File: config.mk
export PLATFORM = sky130hd
export DESIGN_NAME = z80_busrq_dma_ctrl
export DESIGN_NICKNAME = d
export VERILOG_FILES = /design/src/rtl/z80_dma_pkg.sv /design/src/rtl/z80_dma_addr_gen.sv /design/src/rtl/z80_busrq_dma_ctrl.sv
export SDC_FILE = /design/constraint.sdc
export NUM_CORES = 1
export LEC_CHECK = 0
export CORE_UTILIZATION = 55
export CTS_BUF_LIST = sky130_fd_sc_hd__clkbuf_16
export DETAILED_ROUTE_END_ITERATION = 12
export GPL_ROUTABILITY_DRIVEN = 1
export PLACE_DENSITY = 0.84
export SETUP_SLACK_MARGIN = 0.2
export SLEW_MARGIN = 5
export SYNTH_ARGS = -nofsm -noshare
export SYNTH_HDL_FRONTEND = slang
export SYNTH_SLANG_ARGS = --single-unit
File: constraint.sdc
create_clock -name clk -period 4.3 [get_ports clk]
set_input_delay 0.86 -clock clk [delete_from_list [all_inputs] [get_ports clk]]
set_output_delay 0.86 -clock clk [all_outputs]
set_load 0.01 [all_outputs]
File: src/rtl/z80_dma_pkg.sv
// Shared types and defaults for the tv80s bus-request DMA sequencer.
// Latency: n/a (types and constants only).
// Backpressure: n/a.
package z80_dma_pkg;

    // Sequencer states: one read address cycle, one read data cycle and one write cycle per byte.
    typedef enum logic [2:0] {
        IDLE,
        REQ,
        RD_A,
        RD_D,
        WR,
        GAP,
        FIN
    } dma_state_t;

    // Bytes per bus tenure (0 keeps the bus until the whole copy is done).
    localparam int DMA_BURST_DEF = 16;
    // Clocks with BUSRQ released between tenures so the CPU can run.
    localparam int DMA_GAP_DEF   = 8;

endpackage

File: src/rtl/z80_dma_addr_gen.sv
// Address/count generator: source, destination, remaining bytes and bytes-in-tenure.
// Latency: load and step take effect at the next rising edge; last/burst_end are combinational.
// Backpressure: none; the sequencer steps exactly once per written byte.
module z80_dma_addr_gen
    import z80_dma_pkg::*;
#(
    parameter int BURST = DMA_BURST_DEF
) (
    input  logic        clk,
    input  logic        reset,
    input  logic        load,
    input  logic        step,
    input  logic [15:0] src_init,
    input  logic [15:0] dst_init,
    input  logic [15:0] len_init,
    output logic [15:0] src,
    output logic [15:0] dst,
    output logic        last,
    output logic        burst_end
);

    // BURST=0 wraps this to FFFF, but burst_end is gated off in that case anyway.
    localparam logic [15:0] BURST_LAST = 16'(BURST - 1);

    logic [15:0] remaining;
    logic [15:0] burst_cnt;

    // The byte being written is the final one of the copy.
    assign last      = (remaining == 16'd1);
    // The byte being written closes the current bus tenure.
    assign burst_end = (BURST != 0) && (burst_cnt == BURST_LAST);

    // Counters: latch on load, advance (with 16-bit wrap) once per written byte.
    always_ff @(posedge clk) begin
        if (reset) begin
            src       <= 16'h0000;
            dst       <= 16'h0000;
            remaining <= 16'h0000;
            burst_cnt <= 16'h0000;
        end else if (load) begin
            src       <= src_init;
            dst       <= dst_init;
            remaining <= len_init;
            burst_cnt <= 16'h0000;
        end else if (step) begin
            src       <= src + 16'd1;
            dst       <= dst + 16'd1;
            remaining <= remaining - 16'd1;
            burst_cnt <= burst_end ? 16'h0000 : burst_cnt + 16'd1;
        end
    end

endmodule

File: src/rtl/z80_busrq_dma_ctrl.sv
// BUSRQ/BUSAK memory-to-memory copy engine sitting beside tv80s on the shared 64K bus.
// Latency: start->REQ in 1 clock; 3 clocks per byte while holding the bus; done 1 clock after the last write.
// Backpressure: waits indefinitely in REQ for BUSAK; releases the bus every BURST bytes for GAP_CYCLES clocks.
module z80_busrq_dma_ctrl
    import z80_dma_pkg::*;
#(
    parameter int BURST      = DMA_BURST_DEF,
    parameter int GAP_CYCLES = DMA_GAP_DEF
) (
    input  logic        clk,
    input  logic        reset,
    input  logic        start,
    input  logic [15:0] src_addr,
    input  logic [15:0] dst_addr,
    input  logic [15:0] len,
    output logic        busy,
    output logic        done,
    output logic        busrq_n,
    input  logic        busak_n,
    output logic        dma_bus_en,
    output logic [15:0] dma_a,
    output logic [7:0]  dma_do,
    input  logic [7:0]  dma_di,
    output logic        dma_mreq_n,
    output logic        dma_rd_n,
    output logic        dma_wr_n
);

    localparam logic [15:0] GAP_LAST = 16'(GAP_CYCLES - 1);

    dma_state_t  state;
    dma_state_t  next_state;
    logic        load;
    logic        step;
    logic [15:0] src;
    logic [15:0] dst;
    logic        last;
    logic        burst_end;
    logic [15:0] gap_cnt;
    logic [7:0]  data_q;

    z80_dma_addr_gen #(
        .BURST (BURST)
    ) u_addr_gen (
        .clk       (clk),
        .reset     (reset),
        .load      (load),
        .step      (step),
        .src_init  (src_addr),
        .dst_init  (dst_addr),
        .len_init  (len),
        .src       (src),
        .dst       (dst),
        .last      (last),
        .burst_end (burst_end)
    );

    // State register; reset abandons any copy in flight without a done pulse.
    always_ff @(posedge clk) begin
        if (reset) begin
            state <= IDLE;
        end else begin
            state <= next_state;
        end
    end

    // Counts clocks spent in GAP; held at zero everywhere else.
    always_ff @(posedge clk) begin
        if (reset || (state != GAP)) begin
            gap_cnt <= 16'h0000;
        end else begin
            gap_cnt <= gap_cnt + 16'd1;
        end
    end

    // Read data is captured at the edge that closes RD_D and replayed during WR.
    always_ff @(posedge clk) begin
        if (reset) begin
            data_q <= 8'h00;
        end else if (state == RD_D) begin
            data_q <= dma_di;
        end
    end

    // Next-state and bus decode; outputs are pure functions of the state so reset clears them at once.
    always_comb begin
        next_state = state;
        load       = 1'b0;
        step       = 1'b0;
        busy       = 1'b0;
        done       = 1'b0;
        busrq_n    = 1'b1;
        dma_bus_en = 1'b0;
        dma_a      = 16'h0000;
        dma_do     = 8'h00;
        dma_mreq_n = 1'b1;
        dma_rd_n   = 1'b1;
        dma_wr_n   = 1'b1;

        case (state)
            IDLE: begin
                if (start) begin
                    if (len != 16'h0000) begin
                        load       = 1'b1;
                        next_state = REQ;
                    end else begin
                        // Empty copy: report completion without touching the bus.
                        next_state = FIN;
                    end
                end
            end
            REQ: begin
                busy    = 1'b1;
                busrq_n = 1'b0;
                if (!busak_n) begin
                    next_state = RD_A;
                end
            end
            RD_A, RD_D: begin
                busy       = 1'b1;
                busrq_n    = 1'b0;
                dma_bus_en = 1'b1;
                dma_a      = src;
                dma_mreq_n = 1'b0;
                dma_rd_n   = 1'b0;
                next_state = (state == RD_A) ? RD_D : WR;
            end
            WR: begin
                busy       = 1'b1;
                busrq_n    = 1'b0;
                dma_bus_en = 1'b1;
                dma_a      = dst;
                dma_do     = data_q;
                dma_mreq_n = 1'b0;
                dma_wr_n   = 1'b0;
                step       = 1'b1;
                if (last) begin
                    next_state = FIN;
                end else if (burst_end) begin
                    next_state = GAP;
                end else begin
                    next_state = RD_A;
                end
            end
            GAP: begin
                // BUSAK is not looked at here; the CPU keeps the bus until REQ asks again.
                busy = 1'b1;
                if (gap_cnt == GAP_LAST) begin
                    next_state = REQ;
                end
            end
            FIN: begin
                done       = 1'b1;
                next_state = IDLE;
            end
            default: begin
                next_state = IDLE;
            end
        endcase
    end

endmodule

; Word-level counts from Yosys, hierarchy flattened
; Index checks and enable logic that the tools add are counted.
[totals]
register_bits = 91
latch_bits = 0
mem_bits_rw = 0
romBits = 0
inputBits = 60
output_inout_bits = 31
n_memories = 0
[classes]
addsub = 5
n_mul = 0
n_div = 0
n_lt_le_gt_ge = 0
n_eq_ne = 13
shifts = 0
mux = 28
bitwise = 0
n_reduce_logical = 10
[op_table]
columns = op, n
row1 = 16-bit two-way mux, 7
row2 = 16-bit by 1-bit adder with 16-bit output (second input constant), 4
row3 = 16-bit one-hot mux with 2 select lines, 1
row4 = 3-bit two-way mux, 7
row5 = 16-bit by 1-bit == test with 1-bit output (second input constant), 1
row6 = 16-bit by 3-bit == test with 1-bit output (second input constant), 1
row7 = 16-bit by 4-bit == test with 1-bit output (second input constant), 1
row8 = 16-bit nonzero test, 1
row9 = 16-bit by 1-bit subtractor with 16-bit output (second input constant), 1
row10 = 3-bit one-hot mux with 5 select lines, 1
row11 = 1-bit two-way mux, 11
row12 = 3-bit == test (second input constant), 3
row13 = 8-bit two-way mux, 1
row14 = 3-bit by 2-bit == test with 1-bit output (second input constant), 2
row15 = 2-bit != test (second input constant), 3
row16 = 5-bit OR reduction, 1
row17 = 2-bit OR reduction, 2
row18 = 4-bit OR reduction, 1
row19 = 3-bit by 1-bit == test with 1-bit output (second input constant), 1
row20 = 3-bit zero test, 1
row21 = 3-bit != test (second input constant), 1
row22 = 3-bit AND reduction, 1
row23 = 3-bit OR reduction, 1
row24 = 2-bit nonzero test, 1
row25 = 1-bit logical OR, 1

; Depth between registers and ports, before layout
; Gate-level depths: netlist of the first run.
[depth]
depth_word = 5
mapped_depth = 8
ltp_nobuf = 7

; Cells and area by module
; From an unflattened synthesis of the first run, not the netlist that was laid out.
[hier_totals]
hier_cells = 616
hier_area_um2 = 4931.0
[modules_own_cells]
columns = module, n_inst, cells_per_inst, area_each_um2, seq_area_each_um2
row1 = z80_dma_addr_gen, 1, 413, 3326.9, 1281.2
row2 = z80_busrq_dma_ctrl, 1, 203, 1604.0, 540.5

; Worst setup path before layout of the first run
; No wires, ideal clock.
[synth_path]
path_type = input to register
startpoint = input port len[8]
endpoint = register u_addr_gen.remaining[0]
t_arrival_ns = 2.485
required_ns = 4.172
path_slack_ns = 1.688
path_stages = 6
n_path_buf = 2
cell_sequence = or4_1 o41a_1 buf_2 buf_4 a221oi_1 nor2_1
[synth_between]
elab_chain_len = 5
elab_cells_between_ends = 6
cone_classes = mux: 4 / reduce/logical: 2
[synth_lines]
columns = item, line
row1 = from (decl), z80_busrq_dma_ctrl.sv:15  ; input logic [15:0] len,
row2 = 16-bit nonzero test (*), z80_busrq_dma_ctrl.sv:103  ; if (len != 16'h0000) begin
row3 = 1-bit two-way mux (*), z80_busrq_dma_ctrl.sv:103
row4 = 1-bit two-way mux (*), z80_busrq_dma_ctrl.sv:102  ; if (start) begin
row5 = 1-bit two-way mux (*), z80_busrq_dma_ctrl.sv:100  ; case (state)
row6 = 16-bit two-way mux / 2-bit nonzero test (equally long branches), n/a
row7 = to (signal assigned), z80_dma_addr_gen.sv:43  ; remaining <= len_init;
row8 = to (signal assigned), z80_dma_addr_gen.sv:48  ; remaining <= remaining - 16'd1;
row9 = to (decl), z80_dma_addr_gen.sv:25  ; logic [15:0] remaining;
; Mark *: on every way between the ends. The rest lies on a longest branch, timed or not.
; A chain may end at the register's enable or synchronous reset.

; Final worst setup path of the first run
[layout_path]
startpoint = register state[1]
endpoint = output port dma_a[7]
[layout_between]
elab_chain_len = 3
elab_cells_between_ends = 5
cone_classes = eq/ne: 3 / mux: 1 / reduce/logical: 1
[layout_lines]
columns = item, line
row1 = from (decl), z80_busrq_dma_ctrl.sv:31  ; dma_state_t state;
row2 = from (signal assigned), z80_busrq_dma_ctrl.sv:63  ; state <= next_state;
row3 = 3-bit by 2-bit == test with 1-bit output, z80_busrq_dma_ctrl.sv:100
row4 = 2-bit OR reduction, n/a
row5 = 16-bit one-hot mux with 2 select lines (*), z80_busrq_dma_ctrl.sv:100
row6 = to (decl), z80_busrq_dma_ctrl.sv:21  ; output logic [15:0] dma_a,
; Marked as above.

==> run summary, run 1 <==
synth top area cells: dfxtp_1, a21oi_1, nor2_1
CP startpoint kind: flop
Reg-to-Reg Start: state[2]
status: finished, final reports clean
gpl congestion: 0.846
CP max FO: 17
first-pass GRT wire length: 20.7 mm
sequential cell area: 0.00182 mm^2
crit path max-delay cell type: dfxtp_1
share of cells above drive strength 1: 6.03%
vias in the first global route: 4,445
crit path from: state[1]
initial core utilization: 57.8%
mapped cell area: 0.00485 mm^2
Mapped Cells: 603
Clock Tree Root: clkbuf_16
power share of the clock group: 27.5%
Yosys reg bits: 91
Final setup viols: 0
I/O Buffers: 90
Filler cells: 654
Slew HR: 36.2%
RSZ-0062 raised after global routing: no
DR WL/cell: 16.6 um
FP Rows: 33
worst path bufs/invs: 2
clk_skew: 0.00766 ns
Arr. time, crit path: 2.84 ns
antenna violations before repair: 0
total track usage: 28.9%
Lkg Pwr: 2.05 nW
Core ar.: 0.00838 mm^2
Routed Antenna Nets: 0
GR Overflow Total: 0
top_reg_cell synth: dfxtp_1
Layout Area Growth over Synthesis: 25.6%
NetSw: 1.06 mW
maximum vdd drop: 0.235 mV
Final Instance Area: 0.00609 mm^2
Worst-Margin Slew: 0.948 ns
Vias: 4,931
setup tns final: 0 ns
Via density: 6.28
part of the power in registers: 40.0%
drt total wl: 13.1 mm
dominant combinational cell family by area after synthesis: simple AND/OR/NAND/NOR gates
post-cts resize count: 0
final period utilization: 86.1%
most frequent cell after synthesis: dfxtp_1
placed cell area: 0.00579 mm^2
asr flop ratio synth: 0%
die area: 0.00919 mm^2
Num CTS Buffers: 9
CTS Hold Buffers Added: 0
die width: 95.9 um
Avg Cell Area, Syn: 8.04 um^2
Worst Path Required: 3.44 ns
post-synthesis adder-cell area fraction: 2.06%
crit path time final: 3.70 ns
Antenna diodes: 0
Synth Area in Compound Gates: 20.1%
multi-input logic area: 0.00283 mm^2
Achievable Freq: 270 MHz
Layout Nets: 743
CTS H-tree lvls: 3
I/O pins: 91
Die H: 95.9 um
Min Hold Slack: 0.456 ns
Post-Synth XOR/XNOR Area: 6.68%
number of flops mapped to enable cells by yosys: 0
dominant cell type by area after synthesis: dfxtp_1
critical path endpoint category: output pin
CP Cell Sequence: ha_1 -> inv_1 -> o21ai_0 -> clkdlybuf4s50_1
1st-iter DRT viols: 424
Gate power share: 32.5%
critical path's top delay family: buffers and inverters
Yosys Warn Count: 0
Hold Crit Class: flop to flop
Clock Tree Buf Depth: 2
Worst path max stage delay: 0.73 ns
Yosys top cell area share: 37.6%
CTS tree: yes
mux contribution to synthesized area: 0.232%
Worst Min Path Start: data_q[3]
DRC: 0
Cell variety after synth: 62
Max Cap Viol: 0
latest clock arrival within the worst-skew pair: 0.34 ns
clock sink total: 91
endpoints failing hold: 0
simple-gate share of the synthesized area: 29.2%
postcts setup bufs: 0
clk slew on worst S/H paths: 0.07 ns
Slew Limit Fails: 0
Sw Share: 36.4%
Final HPWL DP: 8.99 mm
Net Count, Synth: 671
Post-synth top cells: dfxtp_1, nor2_1, a21oi_1, nand2_1, nand3_1
DRT Pass-1 Iters: 5
pin count of the biggest net entering global routing: 40
sequential area share after synthesis: 37.6%
critical path class: flop to output pin
Pwr Density: 476 mW/mm^2
P_int: 1.84 mW
[routing by layer]
layer  up-vias  track usage (%)  wire (um)  share of wire (%)
met5         -                0          0                  0
met4         0             11.8        296                2.3
met3        25             5.85        773                5.9
met2       187             47.2       6270                 48
met1      2365             37.1       5720                 44
li1       2354                -          -                  -
[layout by cell type, fill, tap and decap left out, types with 8 or more instances in the layout]
master,n
nor2_1,68
clkbuf_16,9
inv_1,16
and2_1,9
a22o_1,11
xnor2_1,10
o21ai_0,13
a21oi_1,60
nand4_1,19
a211oi_1,10
ha_1,8
o211ai_1,8
nor4_1,11
dfxtp_1,91
or3_1,8
nand2_1,54
clkdlybuf4s50_1,89
nand3_1,40
nor3_1,17
xor2_1,27
[cells by family after synthesis]
kind of cell               after synthesis
and+or+nand+nor                        271
adders and majority gates                8
AOI/OAI and AO/OA                      145
buffers and inverters                   50
muxes                                    1
DFF                                     91
xor gates and xnor gates                37
[layout make-up]
class | count | area share, %
multi-input cells | 462 | 46.5
flip-flops and latches | 91 | 29.9
repair buffers | 95 | 15.5
clock buffers | 9 | 3.70
well taps | 105 | 2.16
clock inverters | 7 | 1.23
inverters | 16 | 0.986
[power by group through the flow]
stage | Sequential, mW | Clock [mW] | Combinational [mW]
2_1_floorplan | 1.09 | 0 | 0.675
3_3_place_gp | 1.16 | 0 | 0.901
3_5_place_dp | 1.17 | 0 | 0.923
4_1_cts | 1.15 | 0.806 | 0.933
5_1_grt | 1.18 | 0.848 | 1.02
6_report | 1.16 | 0.796 | 0.943
[worst paths after layout]
path,end,slack (ns),depth (start not counted)
worst min register to register,data_q[3],0.46,2
worst max register to register,u_addr_gen.burst_cnt[15],1.39,7
worst max-delay path,dma_a[7],0.60,4
worst min-delay path,data_q[3],0.46,2
[state kept, by name (all words and copies together) (netlist names)]
signal,flops
state,3
u_addr_gen.src,16
u_addr_gen.remaining,16
u_addr_gen.burst_cnt,16
data_q,8
u_addr_gen.dst,16
gap_cnt,16
[worst register-to-register path, stage by stage, from the launching register on]
cell and delay [ns]:
dfxtp_1 0.64, nor3b_4 0.28, buf_4 0.32, inv_2 0.27
nor4_1 0.84, nand4_1 0.20, xor2_1 0.18, nor2_1 0.05
[stage by stage]
| stage | cells | utilization (%) | total power, mW | setup WS (ns) |
|---|---|---|---|---|
| 5_1_grt | 785 | 72.7 | 3.05 | 0.420 |
| 3_5_place_dp | 769 | 69.1 | 2.09 | 0.790 |
| 2_1_floorplan | 603 | - | 1.76 | 1.69 |
| 4_1_cts | 785 | 72.7 | 2.89 | 0.650 |
| 3_3_place_gp | 769 | 69.1 | 2.06 | 0.853 |
| 6_report | 785 | 72.7 | 2.90 | 0.598 |
No activity file was read; power rests on OpenSTA's default activity.
==> run 2: changes to the inputs <==
CTS_CLUSTER_DIAMETER = 50   (was unset)
==> results of run 2 <==
The final DEF is identical to that of run 1; final timing and power are the same.
